`src/rtl/ab_display_scheduler.sv`:
```
// Round-robin scheduler sharing one operand display/compute path between two requesters.
// Each grant shows {a,b}, then a-b or the Gray code of {a,b}, then acks the owner.
module ab_display_scheduler #(
   parameter int TICK_DIV   = 4,
   parameter int SHOW_TICKS = 6,
   parameter int RES_TICKS  = 3
) (
   input  logic       clock,
   input  logic       reset,
   input  logic       req0,
   input  logic [3:0] a0,
   input  logic [3:0] b0,
   input  logic       req1,
   input  logic [3:0] a1,
   input  logic [3:0] b1,
   output logic       ack0,
   output logic       ack1,
   output logic       busy,
   output logic       grant_id,
   output logic [1:0] phase,
   output logic [7:0] disp_value
);

   localparam logic [1:0] PH_IDLE = 2'b00;
   localparam logic [1:0] PH_SHOW = 2'b01;
   localparam logic [1:0] PH_SUB  = 2'b10;
   localparam logic [1:0] PH_GRAY = 2'b11;
   localparam int PW   = (TICK_DIV > 1) ? $clog2(TICK_DIV) : 1;
   localparam int MAXT = (SHOW_TICKS > RES_TICKS) ? SHOW_TICKS : RES_TICKS;
   localparam int TW   = (MAXT > 1) ? $clog2(MAXT) : 1;

   function automatic logic [7:0] gray8(input logic [7:0] v);
      return v ^ (v >> 1);
   endfunction

   logic [1:0]    phase_q, phase_d;
   logic [3:0]    a_q, a_d, b_q, b_d;
   logic          grant_q, grant_d;
   logic          last_q, last_d;
   logic [PW-1:0] pre_q, pre_d;
   logic [TW-1:0] cnt_q, cnt_d;
   logic          ack0_q, ack0_d, ack1_q, ack1_d;
   logic          busy_q, busy_d;
   logic [7:0]    disp_q, disp_d;
   logic          tick_s, last_tick_s, sel_s;
   logic [TW-1:0] limit_s;

   // State register: every output and internal state is registered here
   always_ff @(posedge clock) begin
      if (reset) begin
         phase_q <= PH_IDLE;
         a_q     <= 4'h0;
         b_q     <= 4'h0;
         grant_q <= 1'b0;
         last_q  <= 1'b1;
         pre_q   <= '0;
         cnt_q   <= '0;
         ack0_q  <= 1'b0;
         ack1_q  <= 1'b0;
         busy_q  <= 1'b0;
         disp_q  <= 8'hFF;
      end else begin
         phase_q <= phase_d;
         a_q     <= a_d;
         b_q     <= b_d;
         grant_q <= grant_d;
         last_q  <= last_d;
         pre_q   <= pre_d;
         cnt_q   <= cnt_d;
         ack0_q  <= ack0_d;
         ack1_q  <= ack1_d;
         busy_q  <= busy_d;
         disp_q  <= disp_d;
      end
   end

   // Next-state: arbitration, operand latch, phase sequencing and dwell timer
   always_comb begin
      phase_d = phase_q;
      a_d     = a_q;
      b_d     = b_q;
      grant_d = grant_q;
      last_d  = last_q;
      sel_s   = 1'b0;
      tick_s  = (pre_q == PW'(TICK_DIV - 1));
      if (phase_q == PH_SHOW) begin
         limit_s = TW'(SHOW_TICKS - 1);
      end else begin
         limit_s = TW'(RES_TICKS - 1);
      end
      last_tick_s = tick_s && (cnt_q == limit_s);

      case (phase_q)
         PH_IDLE: begin
            // the ack cycle itself never grants, which enforces the 2-cycle gap
            if ((req0 || req1) && !ack0_q && !ack1_q) begin
               sel_s   = (req0 && req1) ? ~last_q : req1;
               grant_d = sel_s;
               last_d  = sel_s;
               a_d     = sel_s ? a1 : a0;
               b_d     = sel_s ? b1 : b0;
               phase_d = PH_SHOW;
            end else begin
               phase_d = PH_IDLE;
            end
         end
         PH_SHOW: begin
            if (last_tick_s) begin
               phase_d = (a_q > b_q) ? PH_SUB : PH_GRAY;
            end else begin
               phase_d = PH_SHOW;
            end
         end
         PH_SUB, PH_GRAY: begin
            if (last_tick_s) begin
               phase_d = PH_IDLE;
            end else begin
               phase_d = phase_q;
            end
         end
         default: phase_d = PH_IDLE;
      endcase

      if ((phase_d != phase_q) || (phase_q == PH_IDLE)) begin
         pre_d = '0;
         cnt_d = '0;
      end else if (tick_s) begin
         pre_d = '0;
         cnt_d = cnt_q + TW'(1);
      end else begin
         pre_d = pre_q + PW'(1);
         cnt_d = cnt_q;
      end
   end

   // Output decode from the next state so the registered outputs line up with phase
   always_comb begin
      ack0_d = 1'b0;
      ack1_d = 1'b0;
      if (phase_q[1] && (phase_d == PH_IDLE)) begin
         ack0_d = ~grant_q;
         ack1_d = grant_q;
      end else begin
         ack0_d = 1'b0;
         ack1_d = 1'b0;
      end
      busy_d = (phase_d != PH_IDLE);
      case (phase_d)
         PH_IDLE: disp_d = 8'hFF;
         PH_SHOW: disp_d = {a_d, b_d};
         PH_SUB:  disp_d = {4'h0, a_d - b_d};
         PH_GRAY: disp_d = gray8({a_d, b_d});
         default: disp_d = 8'hFF;
      endcase
   end

   assign ack0       = ack0_q;
   assign ack1       = ack1_q;
   assign busy       = busy_q;
   assign grant_id   = grant_q;
   assign phase      = phase_q;
   assign disp_value = disp_q;

endmodule

```
`config.mk`:
```
export PLATFORM = sky130hd
export DESIGN_NAME = ab_display_scheduler
export DESIGN_NICKNAME = d
export VERILOG_FILES = /design/src/rtl/ab_display_scheduler.sv
export SDC_FILE = /design/constraint.sdc
export NUM_CORES = 1
export LEC_CHECK = 0
export CORE_AREA = 2 2 62 64
export CTS_CLUSTER_SIZE = 25
export DETAILED_ROUTE_END_ITERATION = 8
export DIE_AREA = 0 0 64 66
export GPL_ROUTABILITY_DRIVEN = 0
export PLACE_DENSITY = 0.77
export SYNTH_ARGS = -nofsm -noshare
export SYNTH_HDL_FRONTEND = slang
export SYNTH_SLANG_ARGS = --single-unit
```
`constraint.sdc`:
```
create_clock -name clock -period 2.6 [get_ports clock]
set_input_delay 0.52 -clock clock [delete_from_list [all_inputs] [get_ports clock]]
set_output_delay 0.52 -clock clock [all_outputs]
set_load 0.01 [all_outputs]
```
* Yosys cells after proc, flatten, opt, wreduce, memory -nomap -nowiden
Cells that the tools add are included.
** Storage, ports and cells
- Input port bits :: 20
- Bits in registers :: 28
- Output and inout bits :: 14
** Operators by class
- Equality and inequality tests :: 9
- Bitwise gates (word level) :: 4
- $lt $le $gt $ge :: 1
- Add/subtract/negate cells :: 3
- Multiplexer cells :: 14
- Reduce and logical (&&, ||, !) cells :: 17
** Operators with widths (number)
- $pmux 8 s4 :: 1
- $mux 4 :: 6
- $eq 2x2->1 const B :: 5
- $xor 8x7->8 :: 1
- $pmux 2 s3 :: 1
- $reduce_or 2->1 :: 3
- $logic_and 1x1->1 :: 5
- $eq 2x1->1 const B :: 2
- $gt 4x4->1 :: 1
- $logic_not 2->1 :: 2
- $mux 2 :: 2
- $sub 4x4->4 :: 1
- $add 3x1->3 const B :: 1
- $eq 3x3->1 :: 1
- $mux 1 :: 3
- $mux 3 :: 1
- $not 1->1 :: 3
- $reduce_or 3->1 :: 1
- $add 2x1->2 const B :: 1
- $logic_not 1->1 :: 2
- $logic_or 1x1->1 :: 2
- $ne 2x2->1 :: 1
- $reduce_and 2->1 :: 1
- $reduce_bool 2->1 :: 1

* Logic depth before layout (Yosys ltp)
Gate-level depths: netlist (run 1).
- Depth in word-level cells :: 10
- Mapped depth :: 13

* Worst setup path before layout (run 1)
No wires, ideal clock.
- Path kind :: register -> register
- Start :: register phase_q[1], in the netlist phase[1]
- End :: register disp_q[3], in the netlist disp_value[3]
- Setup slack :: -0.122 ns
- Buffers on the path :: 1
- Cell stages (with the launch flop) :: 12
- Period minus slack after synthesis :: 2.722 ns
- Arrival time :: 2.597 ns
- Required time :: 2.474 ns
- Library setup time :: 0.126 ns
- Cell sequence :: dfxtp_1 -> or4_1 -> buf_6 -> nor2_8 -> mux2i_1 -> inv_1 -> ha_1 -> a21o_1 -> a21oi_1 -> xnor2_1 -> nor4_1 -> a21oi_1
** Between the ends
- Elaborated cells on any way between the ends :: 20
- Classes of those cells :: 1 x add/sub; 7 x eq/ne; 7 x mux; 1 x bitwise; 4 x reduce/logical
** RTL lines
- start, declared :: RTL line 36 : logic [1:0] phase_q, phase_d;
- start signal, assigned :: RTL line 63 : phase_q <= phase_d;
- $logic_not 2->1 :: RTL line 93 : case (phase_q)
- $mux 4 :: RTL line 93
- via a_d[1] :: RTL line 37 : logic [3:0] a_q, a_d, b_q, b_d;
- $sub 4x4->4 :: RTL line 151 : PH_SUB: disp_d = {4'h0, a_d - b_d};
- $pmux 8 s4 :: RTL line 148 : case (phase_d)
- end signal, assigned :: RTL line 73 : disp_q <= disp_d;
- end, declared :: RTL line 44 : logic [7:0] disp_q, disp_d;
The timed path passes the listed nets, and every way through them passes these cells.
A chain may end at the register's enable or synchronous reset.

* Final worst setup path (run 1)
Same ends and word-level chain as after synthesis.

==> results of run 1 <==
-- power breakdown --
part / internal [mW] / switching (mW) / leakage, nW / total (mW)
sequential: 0.462 / 0.0190 / 0.231 / 0.481
combinational: 0.190 / 0.170 / 0.618 / 0.360
clock: 0.156 / 0.132 / 0.0279 / 0.288
total: 0.808 / 0.321 / 0.877 / 1.13
-- critical path: stages, from the launching register on --
cell and delay, ps:
dfxtp_1 360, or4_4 560, nor2_8 180, mux2i_4 250, inv_1 60, ha_1 270, a21o_1 170, a21oi_2 140
xnor2_1 70, nor4_1 240, a21oi_1 60
-- cell usage in the layout, fill, tap and decap left out, types with 2 or more instances in the layout --
master           count
a21oi_1              5
a21oi_2              3
a31oi_1              2
a32oi_1              2
and4_1               2
buf_4               17
clkbuf_4             3
clkdlybuf4s50_1     31
dfxtp_1             27
dlymetal6s2s_1       2
ha_1                 9
inv_1               14
mux2_2               2
mux2i_1              3
nand2_1             12
nor2_1              20
nor3_1               2
nor4_1               6
nor4b_1              2
o21a_1               2
o21ai_0             12
o21ai_2              3
o22a_1               2
o22ai_1              3
xnor2_1              8
-- path summary, 6_finish.rpt --
| path | slack (ps) | to | cells past startpoint |
|---|---|---|---|
| max | 140 | disp_value[3] | 10 |
| min | 450 | pre_q[0] | 1 |
| max reg2reg | 140 | disp_value[3] | 10 |
| min reg2reg | 450 | pre_q[0] | 1 |
-- flip-flops by register name (all words and copies together) (netlist names), 2 cells and up --
register    cells
disp_value      8
a_q             4
b_q             4
cnt_q           3
phase           2
pre_q           2
-- area by class of cell --
| class | count | area, um2 | area share [%] |
|---|---|---|---|
| Multi-Input combinational cell | 126 | 922 | 43.6 |
| Sequential cell | 28 | 562 | 26.6 |
| Timing Repair Buffer | 50 | 463 | 21.9 |
| Tap cell | 48 | 60.1 | 2.84 |
| Inverter | 15 | 56.3 | 2.66 |
| Clock inverter | 1 | 30.0 | 1.42 |
| Clock buffer | 3 | 22.5 | 1.06 |
-- logic make-up after synthesis --
logic type,after synthesis
simple gates,57
xor+xnor,9
fa+ha+maj,10
flops,28
mux,6
buf+inv,21
compound gates,44
-- what timing repair did --
action | 4_1_cts | 5_1_grt
buffers inserted | 0 | 2
cloned | 0 | 0
endpoints found under the setup margin | 1 | 3
gates resized for setup | 1 | 6
pin swaps | 0 | 2
hold buffers | 0 | 0
-- routing by layer --
metal | global-route usage [%] | wire, um
met5 | 0 | 0
met4 | 10.1 | 85
met3 | 2.90 | 132
met2 | 35.0 | 1890
met1 | 22.5 | 1590
==> flow_metrics.py, run 1 <==
metrics = {
    "power_and_ir_drop": {
        "p_leak_nw": 0.877,
        "total_power_mw": 1.13,
        "powerDensity_mw_per_mm2": 534,
        "max-vdd-ir-drop_v": 0.000251,
    },
    "synth": {
        "synth_top_cells_by_area": "dfxtp_1 (36%), ha_1 (7.3%), nor2_1 (4.8%), xnor2_1 (4.5%), o21ai_0 (3.9%)",
        "ys_top_cells_by_count": "dfxtp_1 (28), nor2_1 (20), inv_1 (14)",
        "synth.largest_area_cell": "dfxtp_1",
        "synth_mux_area_share_pct": 4.03,
        "synthCells": 175,
        "synth.most_common_cell": "dfxtp_1",
        "synth_adder_area_share_pct": 8.54,
        "synth_compound_gate_area_share_pct": 20.0,
        "synthSimpleGateAreaFrac_pct": 20.2,
        "synth_edf_count": 0,
        "yosysSeqAreaShare_pct": 36.1,
        "yosys_most_used_dff": "dfxtp_1",
        "yosys.area.top_type_share_pct": 36.1,
        "synth_top_family_by_area": "simple AND/OR/NAND/NOR gates",
        "synth.avg_cell_area_um2": 8.87,
        "syn_area_mm2": 0.00155,
        "async_flop_share_pct": 0,
        "syn-num-nets": 205,
        "synth_cell_types": 49,
        "synth_seq_cells": 28,
        "synth_xor_area_share_pct": 5.08,
        "synth_warnings": 0,
    },
    "grt": {
        "grt_overflow": 0,
        "grt_antenna_before_repair": 0,
        "grt_max_degree": 21,
        "grt_use_total_pct": 19.5,
        "grt_pass1_vias": 1430,
        "grt_pass1_wl_um": 6350,
    },
    "setup_path": {
        "path_max_fanout": 7,
        "r2r-start": "phase[1]",
        "startpoint": "phase[1]",
        "crit_type": "flip-flop to flip-flop",
        "cp.required_ps": 2840,
        "start_kind": "flip-flop",
        "worst-endpoint-arrival_ps": 2690,
        "cp-end-kind": "flip-flop",
    },
    "timing": {
        "worstMarginPinSlew_ps": 414,
        "fin_tns_setup_ps": 0,
        "fmax_ghz": 0.407,
        "fin_crit_sh_pct": 94.5,
        "worst_slack_ps": 143,
        "setup_viol": 0,
        "whs_ps": 445,
        "finClkSkew_ps": 3.31,
        "max_slew_margin_pct": 72.2,
        "finalMaxSlewViolations": 0,
        "hold_violations": 0,
        "period_minus_slack_ps": 2460,
    },
    "route": {
        "dr.pass1.iters": 6,
        "avgViaCountPerCell": 5.38,
        "postRouteAntennaNets": 0,
        "post_drt_wl_per_cell_um": 13.6,
        "drt-total-wl_um": 3700,
        "drc": 0,
        "drt_iter0_drc": 68,
        "via_count": 1459,
    },
    "floorplanning": {
        "start_util_pct": 43.7,
        "dieWidth_um": 64,
        "die_h_um": 66,
        "io_pins": 34,
        "dieArea_mm2": 0.00422,
        "coreArea_mm2": 0.00355,
        "rows": 22,
    },
    "cts": {
        "cts_buffer_depth": 2,
        "cts-root-buf": "clkbuf_4",
        "htree_levels": 1,
        "clk_pin_slew_ps": 150,
        "cts_tree": "done",
        "clk_latency_ps": 330,
        "clock_sinks": 28,
        "cts_buffers": 3,
    },
    "layout": {
        "final_area_mm2": 0.00212,
        "area_delta_synth_final_pct": 36.3,
        "drive_gt1_share_pct": 17.9,
        "fin_util_pct": 59.6,
        "fillCellCount": 305,
        "nets": 254,
        "antenna_cells": 0,
        "fin_cells": 271,
    },
    "placement": {
        "dp_hpwl_um": 2890,
        "port_buffers": 33,
        "placed_cells": 265,
        "place_ws_ps": -375,
        "place_area_mm2": 0.00203,
    },
    "run": {
        "maxCapViolCount": 0,
    },
    "run_status": {
        "outcome": "finished, final reports clean",
    },
    "worst_hold_path": {
        "holdCritStartpoint": "pre_q[0]",
        "hp-class": "flip-flop to flip-flop",
    },
}
Power figures use the tool's default switching activity.
==> run 2, diff against run 1 <==
Settings changed: CTS_CLUSTER_DIAMETER from default to 50.
==> results of run 2 <==
Final layout, timing and power as in run 1 (identical DEF).
